<file path="config.mk">
export PLATFORM = sky130hd
export DESIGN_NAME = writeback_stage
export DESIGN_NICKNAME = d
export VERILOG_FILES = /design/src/rtl/writeback_stage.sv
export SDC_FILE = /design/constraint.sdc
export NUM_CORES = 1
export LEC_CHECK = 0
export CAP_MARGIN = 20
export CORE_MARGIN = 2
export CORE_UTILIZATION = 43
export CTS_BUF_LIST = sky130_fd_sc_hd__clkbuf_16
export DETAILED_ROUTE_END_ITERATION = 16
export MAX_ROUTING_LAYER = met4
export PLACE_DENSITY = 0.81
export SLEW_MARGIN = 20
export SYNTH_ARGS = -nofsm -noshare
export SYNTH_HDL_FRONTEND = slang
export SYNTH_SLANG_ARGS = --single-unit
</file>
<file path="constraint.sdc">
create_clock -name clk -period 3.3 [get_ports clk]
set_clock_uncertainty 0.15 [all_clocks]
set_input_delay 0.495 -clock clk [delete_from_list [all_inputs] [get_ports clk]]
set_output_delay 0.495 -clock clk [all_outputs]
set_load 0.01 [all_outputs]
</file>
<file path="src/rtl/writeback_stage.sv">
// Final pipeline stage: aligns/extends load data, holds one retiring result in a
// registered slot, drives the register-file write port and a forwarding tap, and
// counts committed non-faulting instructions.
module writeback_stage #(
   parameter int unsigned XLEN  = 32,
   parameter int unsigned CNT_W = 64
) (
   input  logic             clk,
   input  logic             rst_n,
   input  logic             in_valid,
   output logic             in_ready,
   input  logic [4:0]       in_rd,
   input  logic             in_reg_write,
   input  logic             in_is_load,
   input  logic [2:0]       in_funct3,
   input  logic [1:0]       in_addr_lo,
   input  logic [XLEN-1:0]  in_alu_result,
   input  logic [XLEN-1:0]  in_load_word,
   input  logic             halt,
   output logic [XLEN-1:0]  rd,
   output logic             wr_en,
   output logic [XLEN-1:0]  rd_value,
   output logic             fwd_valid,
   output logic [4:0]       fwd_rd,
   output logic [XLEN-1:0]  fwd_value,
   output logic             misalign_err,
   output logic [CNT_W-1:0] instret
);

   // Slot state
   logic             occ_q, occ_d;
   logic [4:0]       s_rd_q, s_rd_d;
   logic             s_we_q, s_we_d;
   logic [XLEN-1:0]  s_val_q, s_val_d;
   logic             s_err_q, s_err_d;
   logic [CNT_W-1:0] instret_q, instret_d;

   logic             accept;
   logic             commit;
   logic             slot_ok;

   logic [7:0]       ld_byte;
   logic [15:0]      ld_half;
   logic [XLEN-1:0]  ld_val;
   logic             ld_err;

   // Load alignment and extension ahead of the slot, so the slot holds final data
   always_comb begin
      ld_byte = 8'h00;
      unique case (in_addr_lo)
         2'd0: ld_byte = in_load_word[7:0];
         2'd1: ld_byte = in_load_word[15:8];
         2'd2: ld_byte = in_load_word[23:16];
         2'd3: ld_byte = in_load_word[31:24];
         default: ld_byte = 8'h00;
      endcase
      ld_half = in_addr_lo[1] ? in_load_word[31:16] : in_load_word[15:0];
      ld_val  = '0;
      ld_err  = 1'b0;
      case (in_funct3)
         3'b000: ld_val = {{(XLEN-8){ld_byte[7]}}, ld_byte};
         3'b001: begin
            ld_val = {{(XLEN-16){ld_half[15]}}, ld_half};
            ld_err = in_addr_lo[0];
         end
         3'b010: begin
            ld_val = in_load_word;
            ld_err = (in_addr_lo != 2'd0);
         end
         3'b100: ld_val = {{(XLEN-8){1'b0}}, ld_byte};
         3'b101: begin
            ld_val = {{(XLEN-16){1'b0}}, ld_half};
            ld_err = in_addr_lo[0];
         end
         default: ld_err = 1'b1;
      endcase
   end

   // Handshake: a committing slot frees itself for a same-cycle accept
   always_comb begin
      in_ready = !occ_q || !halt;
      accept   = in_valid && in_ready;
      commit   = occ_q && !halt;
      slot_ok  = s_we_q && (s_rd_q != 5'd0) && !s_err_q;
   end

   // Next-state for slot and retired-instruction counter
   always_comb begin
      occ_d     = occ_q;
      s_rd_d    = s_rd_q;
      s_we_d    = s_we_q;
      s_val_d   = s_val_q;
      s_err_d   = s_err_q;
      instret_d = instret_q;
      if (commit && !s_err_q) begin
         instret_d = instret_q + {{(CNT_W-1){1'b0}}, 1'b1};
      end
      if (accept) begin
         occ_d   = 1'b1;
         s_rd_d  = in_rd;
         s_we_d  = in_reg_write;
         s_val_d = in_is_load ? ld_val : in_alu_result;
         s_err_d = in_is_load && ld_err;
      end else if (commit) begin
         occ_d = 1'b0;
      end
   end

   // State registers with synchronous active-low reset
   always_ff @(posedge clk) begin
      if (!rst_n) begin
         occ_q     <= 1'b0;
         s_rd_q    <= 5'd0;
         s_we_q    <= 1'b0;
         s_val_q   <= '0;
         s_err_q   <= 1'b0;
         instret_q <= '0;
      end else begin
         occ_q     <= occ_d;
         s_rd_q    <= s_rd_d;
         s_we_q    <= s_we_d;
         s_val_q   <= s_val_d;
         s_err_q   <= s_err_d;
         instret_q <= instret_d;
      end
   end

   // Register-file port, forwarding tap and fault pulse
   always_comb begin
      wr_en        = commit && slot_ok;
      rd           = {{(XLEN-5){1'b0}}, s_rd_q};
      rd_value     = s_val_q;
      misalign_err = commit && s_err_q;
      fwd_valid    = occ_q && slot_ok;
      fwd_rd       = s_rd_q;
      fwd_value    = s_val_q;
      instret      = instret_q;
   end

endmodule

</file>
==> qor.yml, run 1 <==
outcome:
  run_status: "finished, final reports clean"
drt:
  routed_via_density: 5.559
  wl_per_cell_um: 16.87
  total_detailed_routing_wirelength_um: 18120
  detail_route.drc_violations: 0
  drt_first_pass_iters: 6
  dr.first_iter.drc_count: 606
  final_ant_viol_nets: 0
  via_count: 5970
die:
  rows: 42
  core_area_um2: 13140
  die_width_um: 119.6
  num_io_pins: 249
  die_h_um: 119.6
  initial_core_util_pct: 43.75
  floorplan.die_area_um2: 14310
synth:
  synth_top_area_share_pct: 36.22
  ys_types: 52
  ys_seq_area_share_pct: 36.22
  synth.yosys.warnings: 0
  synthCells: 714
  yosysTopAreaCell: "sky130_fd_sc_hd__dfxtp_1"
  syn_area_um2: 5748
  netlist_top_cells_area: "sky130_fd_sc_hd__dfxtp_1 (36%), sky130_fd_sc_hd__buf_4 (8.4%), sky130_fd_sc_hd__a21oi_1 (7.4%)"
  post_synthesis_register_bit_count: 104
  async_flop_share_pct: 0
  synth-edff-count: 0
  synth-main-ff-cell: "sky130_fd_sc_hd__dfxtp_1"
  avgSynthCellArea_um2: 8.050
worst_setup_path:
  worst_path_dominant_cell_family: "simple AND/OR/NAND/NOR gates"
  cp-startpoint: "halt"
  worst-endpoint-required_ns: 3.44
  cp-start-kind: "input pin"
  timing.critical_path.to: "instret[58]$_SDFFE_PN0P_"
  reg2reg_slack_ns: 0.66
  timing.critical_path.depth: 7
  path_cells: "clkdlybuf4s50_1, or3b_1, nor4_1, buf_4, nand3_1, or3_1, a21oi_1"
  end_kind: "flop"
  timing.critical_path.slowest_cell_delay_ns: 0.48
  crit_slowest_cell: "sky130_fd_sc_hd__or3b_1"
  critical_path.reg2reg.endpoint: "instret[58]$_SDFFE_PN0P_"
  worstPathBufferInverterCount: 2
  path_class: "input pin to flop"
  r2r_cells: 6
  cp.arrival_ns: 2.93
  crit_fanout: 14
  crit-reg2reg-launch: "occ_q$_SDFFE_PN0P_"
timing:
  slew-limit-headroom_pct: 58.44
  holdWs_ns: 0.3136
  grt_setup_unrepaired: "no"
  hold_violations: 0
  report.final.setup_viol: 0
  worst_slew_pin_slew_ns: 0.6176
  min_period_over_period_pct: 84.44
  setup_total_negative_slack_ns: 0
  final_period_minus_worst_setup_slack_ns: 2.786
  drv_slew: 0
  fmaxAchievable_ghz: 0.3589
clock_tree:
  cts-htree-levels: 3
  tritoncts_clock_tree: "built"
  clkLatencyLatePin_ns: 0.36
  postCtsResizedCells: 0
  clockRootBuffer: "sky130_fd_sc_hd__clkbuf_16"
  clock_sink_count: 104
  total_cts_buffers: 9
  post-cts-setup-buffer-count: 0
  cts_max_path_buffers: 2
  cts_hold_repair.buffers: 0
  path_clk_slew_ns: 0.08
cells_and_area:
  insertedDiodeCount: 0
  mostFrequentLayoutCell: "sky130_fd_sc_hd__clkdlybuf4s50_1"
  area_delta_synth_final_pct: 41.36
  register_area_um2: 2082
  filler_cell_count: 1156
  most-common-layout-cells: "sky130_fd_sc_hd__clkdlybuf4s50_1 (221), sky130_fd_sc_hd__dfxtp_1 (104), sky130_fd_sc_hd__a21oi_1 (85)"
  multi_input_area_um2: 3069
  finish.net_count: 974
  final_layout_size_suffix_gt1_share_pct: 5.457
grt:
  via_count_of_the_first_global_routing_pass: 5460
  global_routing_usage_on_met1_pct: 31.11
  met3_capacity_usage_during_global_routing_pct: 5.038
  grt_start_max_net_pins: 38
  gr-total-overflow: 0
  grt_pass1_wl_um: 28590
  antenna_found_initial: 0
  top_usage_layer: "met2"
  met2_usage_pct: 42.11
  grt_use_total_pct: 25.71
pwr:
  cellLeakagePower_nw: 2.877
  pwr_density_cell_nw_per_um2: 354.6
  vdd_drop_max_v: 0.0002137
min_path:
  hold_path.class: "flop to flop"
placed_design:
  portBuffers: 221
  hpwl_um: 13600
  globalplace.congestion: 0.9032
job:
  max_cap_violations: 0
-- flip-flops by register name (all words and copies together) (netlist names) --
| signal | flops |
|---|---|
| occ_q | 1 |
| s_we_q | 1 |
| instret | 64 |
| fwd_rd | 5 |
| s_err_q | 1 |
| fwd_value | 32 |
-- metal layers --
metal  wire length, µm  vias up  share of wire (%)
met4               471        0                2.6
met1              7394     2785                 41
li1                  -     2856                  -
met3              1342       31                7.4
met2              8914      298                 49
met5                 0        -                  0
-- tightest hold or removal path: cells and delay by family (launching register included) --
family          cells  cell delay [ns]
simple gates        1             0.05
flops               1             0.31
compound gates      1             0.05
-- power by group --
part           internal (W)  switching [W]
Combinational      0.000278       0.000240
Clock              0.000520       0.000516
Sequential          0.00129      0.0000348
Total               0.00209       0.000790
-- cells by family (layout without fill, tap and decap cells) --
logic type / Yosys count / after routing / synth area share, %
other: 1 / 27 / 0.06524
XOR/XNOR: 34 / 34 / 5.181
buffers and inverters: 120 / 278 / 12.08
adder cells (fa/ha/maj): 1 / 1 / 0.2176
AND/OR/NAND/NOR: 238 / 238 / 22.16
multiplexers: 18 / 18 / 3.374
flip-flops: 104 / 104 / 36.22
AO/OA/AOI/OAI: 198 / 198 / 20.70
-- per-stage QoR --
step / std cells / power, W / instance area [µm²] / util, % / setup WS (ns)
after global placement: 1058 / 0.001869 / 7844 / 59.70 / 0.2081
after detailed placement: 1058 / 0.001871 / 7844 / 59.70 / 0.1677
after floorplan: 740 / 0.001623 / 5846 / - / 0.7658
after CTS: 1074 / 0.002902 / 8125 / 61.85 / 0.5435
final: 1074 / 0.002881 / 8125 / 61.85 / 0.5135
after global routing: 1074 / 0.002992 / 8125 / 61.85 / 0.3496
-- cell usage after synthesis, drive strengths merged (14+ instances only) --
cell type and n:
nand3 24, or3 23, a21oi 85, clkbuf 35
buf 69, a22oi 23, inv 14, nor2 56
nand2 41, mux2i 16, nand4 26, xor2 24
dfxtp 104, o21ai 47
-- worst min path at each step --
stage	from	endpoint	slack (ns)	cells past startpoint
after CTS	s_we_q$_SDFFE_PN0P_	s_we_q$_SDFFE_PN0P_	0.32	2
after global routing	s_we_q$_SDFFE_PN0P_	s_we_q$_SDFFE_PN0P_	0.34	2
after global placement	s_we_q$_SDFFE_PN0P_	s_we_q$_SDFFE_PN0P_	0.30	2
after detailed placement	s_we_q$_SDFFE_PN0P_	s_we_q$_SDFFE_PN0P_	0.30	2
final	s_we_q$_SDFFE_PN0P_	s_we_q$_SDFFE_PN0P_	0.31	2
after floorplan	s_we_q$_SDFFE_PN0P_	s_we_q$_SDFFE_PN0P_	0.29	2
-- cell type report --
cell class                      count  share of cell area, %
Sequential cell                   104                  25.62
Tap cell                          176                  2.710
Timing Repair Buffer              246                  29.69
Clock inverter                      7                 0.6929
Clock buffer                        9                  2.772
Multi-Input combinational cell    516                  37.77
Inverter                           16                 0.7391
No activity file was read; power rests on OpenSTA's default activity.
==> inputs of run 2 (changes only) <==
CORE_UTILIZATION = 39   (was 43)
PLACE_DENSITY = 0.78   (was 0.81)
clock period = 2.5 ns   (was 3.3 ns; I/O delays follow)
==> qor.yml, run 2 (same netlist as run 1, synthesis figures left out) <==
drt:
  detail_route.drc_violations: 0  # unchanged
  wire_length_on_met2_um: 9227  # +3.5%
  final_ant_viol_nets: 0  # unchanged
  met3_wirelength_um: 1473  # +9.8%
  dr.first_iter.drc_count: 486  # -20%
  via_count: 6145  # +2.9%
  wl_per_cell_um: 17.25  # +2.2%
  routed_via_density: 5.546  # -0.23%
  maxUsedRoutingLayer: "met4"
  drt_first_pass_iters: 7  # +1
  total_detailed_routing_wirelength_um: 19120  # +5.5%
  routedLengthMet1_um: 7875  # +6.5%
clock_tree:
  clkLatencyLatePin_ns: 0.35  # about the same
  path_clk_slew_ns: 0.08  # about the same
  clockRootBuffer: "sky130_fd_sc_hd__clkbuf_16"
  clock_sink_count: 104  # unchanged
  total_cts_buffers: 9  # unchanged
  cts_hold_repair.buffers: 0  # unchanged
  tritoncts_clock_tree: "built"
  cts_max_path_buffers: 2  # unchanged
  cts-htree-levels: 3  # unchanged
worst_setup_path:
  crit_fanout: 14  # unchanged
  cp.arrival_ns: 2.49  # -0.44 ns
  worst-endpoint-required_ns: 2.63  # -0.81 ns
  cp-startpoint: "halt"
  cp-start-kind: "input pin"
  path_class: "input pin to flop"
  crit-reg2reg-launch: "instret[13]$_SDFFE_PN0P_"
  end_kind: "flop"
job:
  max_cap_violations: 0  # unchanged
timing:
  holdWs_ns: 0.3191  # +0.005453 ns
  worst_slew_pin_slew_ns: 0.7146  # +0.09696 ns
  final_period_minus_worst_setup_slack_ns: 2.355
  drv_slew: 0  # unchanged
  hold_violations: 0  # unchanged
  slew-limit-headroom_pct: 52.36  # -6.1 points
  min_period_over_period_pct: 94.19
  fmaxAchievable_ghz: 0.4247
  report.final.setup_viol: 0  # unchanged
grt:
  via_count_of_the_first_global_routing_pass: 5707  # +4.5%
  gr-total-overflow: 0  # unchanged
  grt_start_max_net_pins: 36  # -5.3%
  grt_use_total_pct: 24.20  # -1.5 points
  antenna_found_initial: 0  # unchanged
  grt_pass1_wl_um: 29940  # +4.7%
placed_design:
  portBuffers: 221  # unchanged
  post_dp_cell_area_um2: 8056  # +2.7%
  hpwl_um: 14300  # +5.2%
  globalplace.congestion: 0.9029  # about the same
cells_and_area:
  number_of_flip_flops_in_the_largest_register: 64  # unchanged
  area_delta_synth_final_pct: 47.06
  most-common-layout-cells: "sky130_fd_sc_hd__clkdlybuf4s50_1 (221), sky130_fd_sc_hd__dfxtp_1 (104), sky130_fd_sc_hd__a21oi_1 (85)"
  final_area_um2: 8453  # +4.0%
  finish.net_count: 1000  # +2.7%
  insertedDiodeCount: 0  # unchanged
  mostFrequentLayoutCell: "sky130_fd_sc_hd__clkdlybuf4s50_1"
  final_layout_size_suffix_gt1_share_pct: 8.658  # +3.2 points
outcome:
  run_status: "finished, final reports clean"
pwr:
  p_sw_share_pct: 25.61  # -1.8 points
  combinationalPowerShare_pct: 17.1  # -0.9 points
  vdd_drop_max_v: 0.0004459  # +110%
  internal_power_w: 0.003081  # +47%
  power.sequential.fraction_pct: 42.3  # -3.8 points
  switching_power_w: 0.001061  # +34%
  clockPowerShare_pct: 40.6  # +4.6 points
  pwr_density_cell_nw_per_um2: 489.9  # +38%
  cellLeakagePower_nw: 3.050  # +6.0%
die:
  core_area_um2: 14480  # +10%
  initial_core_util_pct: 39.70  # -4.1 points
  die_width_um: 125.4  # +4.8%
  floorplan.die_area_um2: 15730  # +9.9%
  rows: 44  # +4.8%
  num_io_pins: 249  # unchanged
  die_h_um: 125.4  # +4.8%
min_path:
  min_from: "s_we_q$_SDFFE_PN0P_"
  hold_path.class: "flop to flop"
## run 2: changes by cell type in the layout (fill, tap and decap cells not counted)
cell / delta
sky130_fd_sc_hd__nor4_2: +2
sky130_fd_sc_hd__clkinv_4: +1
sky130_fd_sc_hd__clkinv_1: -2
sky130_fd_sc_hd__nor4_1: -2
sky130_fd_sc_hd__buf_4: +23
sky130_fd_sc_hd__or3b_1: -1
sky130_fd_sc_hd__or3b_4: +1
sky130_fd_sc_hd__bufinv_16: +3
sky130_fd_sc_hd__buf_12: +3
sky130_fd_sc_hd__clkinv_2: -1
sky130_fd_sc_hd__clkinv_8: -1
## run 2: stage by stage
step / instances / power (W) / setup WS (ns) / setup TNS [ns] / util [%]
2_1_floorplan: 740 / 0.002143 / 0.07006 / 0 / -
5_1_grt: 1108 / 0.004289 / -0.007438 / -0.009664 / 58.38
3_3_place_gp: 1088 / 0.002486 / -0.2292 / -4.326 / 55.64
3_5_place_dp: 1088 / 0.002491 / -0.2697 / -5.765 / 55.64
4_1_cts: 1104 / 0.004164 / 0.08578 / 0 / 58.07
6_report: 1108 / 0.004141 / 0.1452 / 0 / 58.38
## run 2: worst paths after layout
kind	endpoint	slack (ns)	cells after the start
min	s_we_q$_SDFFE_PN0P_	0.32	2
max	instret[58]$_SDFFE_PN0P_	0.15	8
max reg2reg	instret[49]$_SDFFE_PN0P_	0.25	5
min reg2reg	s_we_q$_SDFFE_PN0P_	0.32	2
## run 2: metal layers
layer | vias to the layer above | GRT usage (%)
met5 | - | -
met4 | 0 | 9.346
met3 | 35 | 4.536
met2 | 307 | 39.90
met1 | 2887 | 29.41
li1 | 2916 | -
## run 2: repair_timing
action,CTS,global route
resized for setup,0,3
setup endpoints to repair,0,15
buffers inserted,0,4
## run 2: area by class of cell
| type | count | area [µm²] |
|---|---|---|
| clock inverters | 7 | 126.4 |
| well taps | 184 | 230.2 |
| fillers | 1306 | 6026 |
| repair buffers | 272 | 2645 |
| multi-input cells | 516 | 3084 |
| inverters | 16 | 60.06 |
| flip-flops and latches | 104 | 2082 |
| clock buffers | 9 | 225.2 |
## run 2: critical path, stage by stage
cell                              delay, ns
sky130_fd_sc_hd__clkdlybuf4s50_1       0.45
sky130_fd_sc_hd__or3b_4                0.43
sky130_fd_sc_hd__nor4_2                0.26
sky130_fd_sc_hd__buf_4                 0.18
sky130_fd_sc_hd__nand3_1               0.08
sky130_fd_sc_hd__buf_4                 0.19
sky130_fd_sc_hd__or3_1                 0.35
sky130_fd_sc_hd__a21oi_1               0.17
## run 2: power by group through the flow
stage | Combinational, W | Clock, W | Sequential, W
global route | 0.000755 | 0.00178 | 0.00176
detailed placement | 0.000702 | 0 | 0.00179
global placement | 0.000697 | 0 | 0.00179
finish | 0.000708 | 0.00168 | 0.00175
floorplan | 0.000344 | 0 | 0.00180
CTS | 0.000705 | 0.00171 | 0.00175
==> inputs of run 3 (changes only) <==
CORE_MARGIN = unset   (was 2)
HOLD_SLACK_MARGIN = 0.02   (was unset)
==> qor.yml, run 3 (same netlist as run 1, synthesis figures left out) <==
clock_tree:
  clkLatencyLatePin_ns: 0.34  # about the same
  clock_sink_count: 104  # unchanged
  cts_max_path_buffers: 2  # unchanged
  total_cts_buffers: 9  # unchanged
  tritoncts_clock_tree: "built"
  clockRootBuffer: "sky130_fd_sc_hd__clkbuf_16"
  cts_hold_repair.buffers: 0  # unchanged
  path_clk_slew_ns: 0.07  # about the same
  cts-htree-levels: 3  # unchanged
drt:
  wl_per_cell_um: 16.53  # -4.2%
  dr.first_iter.drc_count: 415  # -15%
  drt_first_pass_iters: 5  # -2
  total_detailed_routing_wirelength_um: 18320  # -4.2%
  final_ant_viol_nets: 0  # unchanged
  routed_via_density: 5.498  # -0.86%
  via_count: 6092  # -0.86%
  detail_route.drc_violations: 0  # unchanged
worst_setup_path:
  cp.arrival_ns: 1.93  # -0.56 ns
  worst-endpoint-required_ns: 1.98  # -0.65 ns
  path_class: "flop to output pin"
  crit_fanout: 6  # -8
  end_kind: "output pin"
  cp-start-kind: "flop"
timing:
  holdWs_ns: 0.3114  # -0.007697 ns
  report.final.setup_viol: 0  # unchanged
  worst_slew_pin_slew_ns: 0.6912  # -0.02342 ns
  drv_slew: 0  # unchanged
  fmaxAchievable_ghz: 0.4068  # -4.2%
  slew-limit-headroom_pct: 53.92  # +1.6 points
  postLayoutSetupSlackWorst_ns: 0.04155  # -0.1036 ns
  min_period_over_period_pct: 98.34  # +4.1 points
  hold_violations: 0  # unchanged
  final_period_minus_worst_setup_slack_ns: 2.458  # +0.1036 ns
cells_and_area:
  final_layout_size_suffix_gt1_share_pct: 8.333  # -0.32 points
  area_delta_synth_final_pct: 46.10
  layout.cells.non_filler: 1108  # unchanged
  most-common-layout-cells: "sky130_fd_sc_hd__clkdlybuf4s50_1 (221), sky130_fd_sc_hd__dfxtp_1 (103), sky130_fd_sc_hd__a21oi_1 (84)"
  final_area_um2: 8398  # -0.65%
  mostFrequentLayoutCell: "sky130_fd_sc_hd__clkdlybuf4s50_1"
  finish.net_count: 1000  # unchanged
  number_of_flip_flops_in_the_largest_register: 64  # unchanged
  insertedDiodeCount: 0  # unchanged
die:
  rows: 44  # unchanged
  core_area_um2: 14480  # unchanged
  die_width_um: 123.4  # -1.6%
  initial_core_util_pct: 39.70  # unchanged
  floorplan.die_area_um2: 15230  # -3.2%
  die_h_um: 123.4  # -1.6%
  num_io_pins: 249  # unchanged
job:
  max_cap_violations: 0  # unchanged
placed_design:
  hpwl_um: 13930  # -2.6%
  post_dp_cell_area_um2: 8044  # -0.16%
  placed_cells: 1088  # unchanged
  globalplace.congestion: 0.8978  # -0.56%
  placement.setup.worst_slack_ns: -0.2308  # +0.03896 ns
  portBuffers: 221  # unchanged
pwr:
  combinationalPowerShare_pct: 17.6  # +0.5 points
  clockPowerShare_pct: 38.2  # -2.4 points
  finalPower_w: 0.003967  # -4.2%
  power.sequential.fraction_pct: 44.2  # +1.9 points
  vdd_drop_max_v: 0.0003447  # -23%
  p_sw_share_pct: 25.38  # -0.23 points
  pwr_density_cell_nw_per_um2: 472.3  # -3.6%
  internal_power_w: 0.002960  # -3.9%
  cellLeakagePower_nw: 3.035  # -0.51%
  switching_power_w: 0.001007  # -5.1%
grt:
  gr-total-overflow: 0  # unchanged
  grt_pass1_wl_um: 28280  # -5.5%
  via_count_of_the_first_global_routing_pass: 5551  # -2.7%
  grt_start_max_net_pins: 49  # +36%
  grt_use_total_pct: 24.82  # +0.61 points
  antenna_found_initial: 0  # unchanged
outcome:
  run_status: "finished, final reports clean"
min_path:
  hold_path.class: "flop to flop"
-- run 3: worst paths after layout --
path | start | end | slack, ns | depth (start not counted)
min | s_we_q$_SDFFE_PN0P_ | s_we_q$_SDFFE_PN0P_ | 0.31 | 2
max reg2reg | instret[13]$_SDFFE_PN0P_ | instret[43]$_SDFFE_PN0P_ | 0.15 | 7
min reg2reg | s_we_q$_SDFFE_PN0P_ | s_we_q$_SDFFE_PN0P_ | 0.31 | 2
max | occ_q$_SDFFE_PN0P_ | wr_en | 0.04 | 4
-- run 3: through the flow --
stage / utilization, % / setup TNS [ns]
2_1_floorplan: - / 0
3_3_place_gp: 55.56 / -4.579
3_5_place_dp: 55.56 / -5.050
4_1_cts: 57.74 / 0
5_1_grt: 58.00 / -0.01042
6_report: 58.00 / 0
-- run 3: timing repair --
action | 4_1_cts | 5_1_grt
gates resized for setup | 1 | 2
buffers inserted | 0 | 4
pin swaps | 0 | 2
setup endpoints to repair | 1 | 10
-- run 3: area by class of cell --
type | instances | area (µm²)
clock buffer | 9 | 225.2
clock inverter | 7 | 87.58
fill | 1305 | 6081
inverter | 16 | 60.06
tap | 184 | 230.2
timing repair buffer | 272 | 2633
multi-input combinational | 516 | 3079
sequential | 104 | 2083
-- run 3: critical path: stages, from the launching register on --
cell,delay [ns]
sky130_fd_sc_hd__dfxtp_1,0.42
sky130_fd_sc_hd__nand3b_1,0.15
sky130_fd_sc_hd__a21oi_2,0.20
sky130_fd_sc_hd__nor2b_1,0.24
sky130_fd_sc_hd__clkdlybuf4s50_1,0.57
-- run 3: per-layer routing --
layer | vias to the layer above | GRT usage, % | part of all wire [%]
li1 | 2921 | - | -
met1 | 2881 | 29.31 | 41
met2 | 260 | 41.31 | 49
met3 | 30 | 4.059 | 6.2
met4 | 0 | 11.22 | 3.1
met5 | - | - | 0
-- run 3: power by group through the flow --
stage               clock network, W  registers [W]  logic (W)
finish                       0.00151        0.00175   0.000698
CTS                          0.00155        0.00176   0.000697
floorplan                          0        0.00180   0.000344
global route                 0.00163        0.00176   0.000752
global placement                   0        0.00179   0.000688
detailed placement                 0        0.00179   0.000692
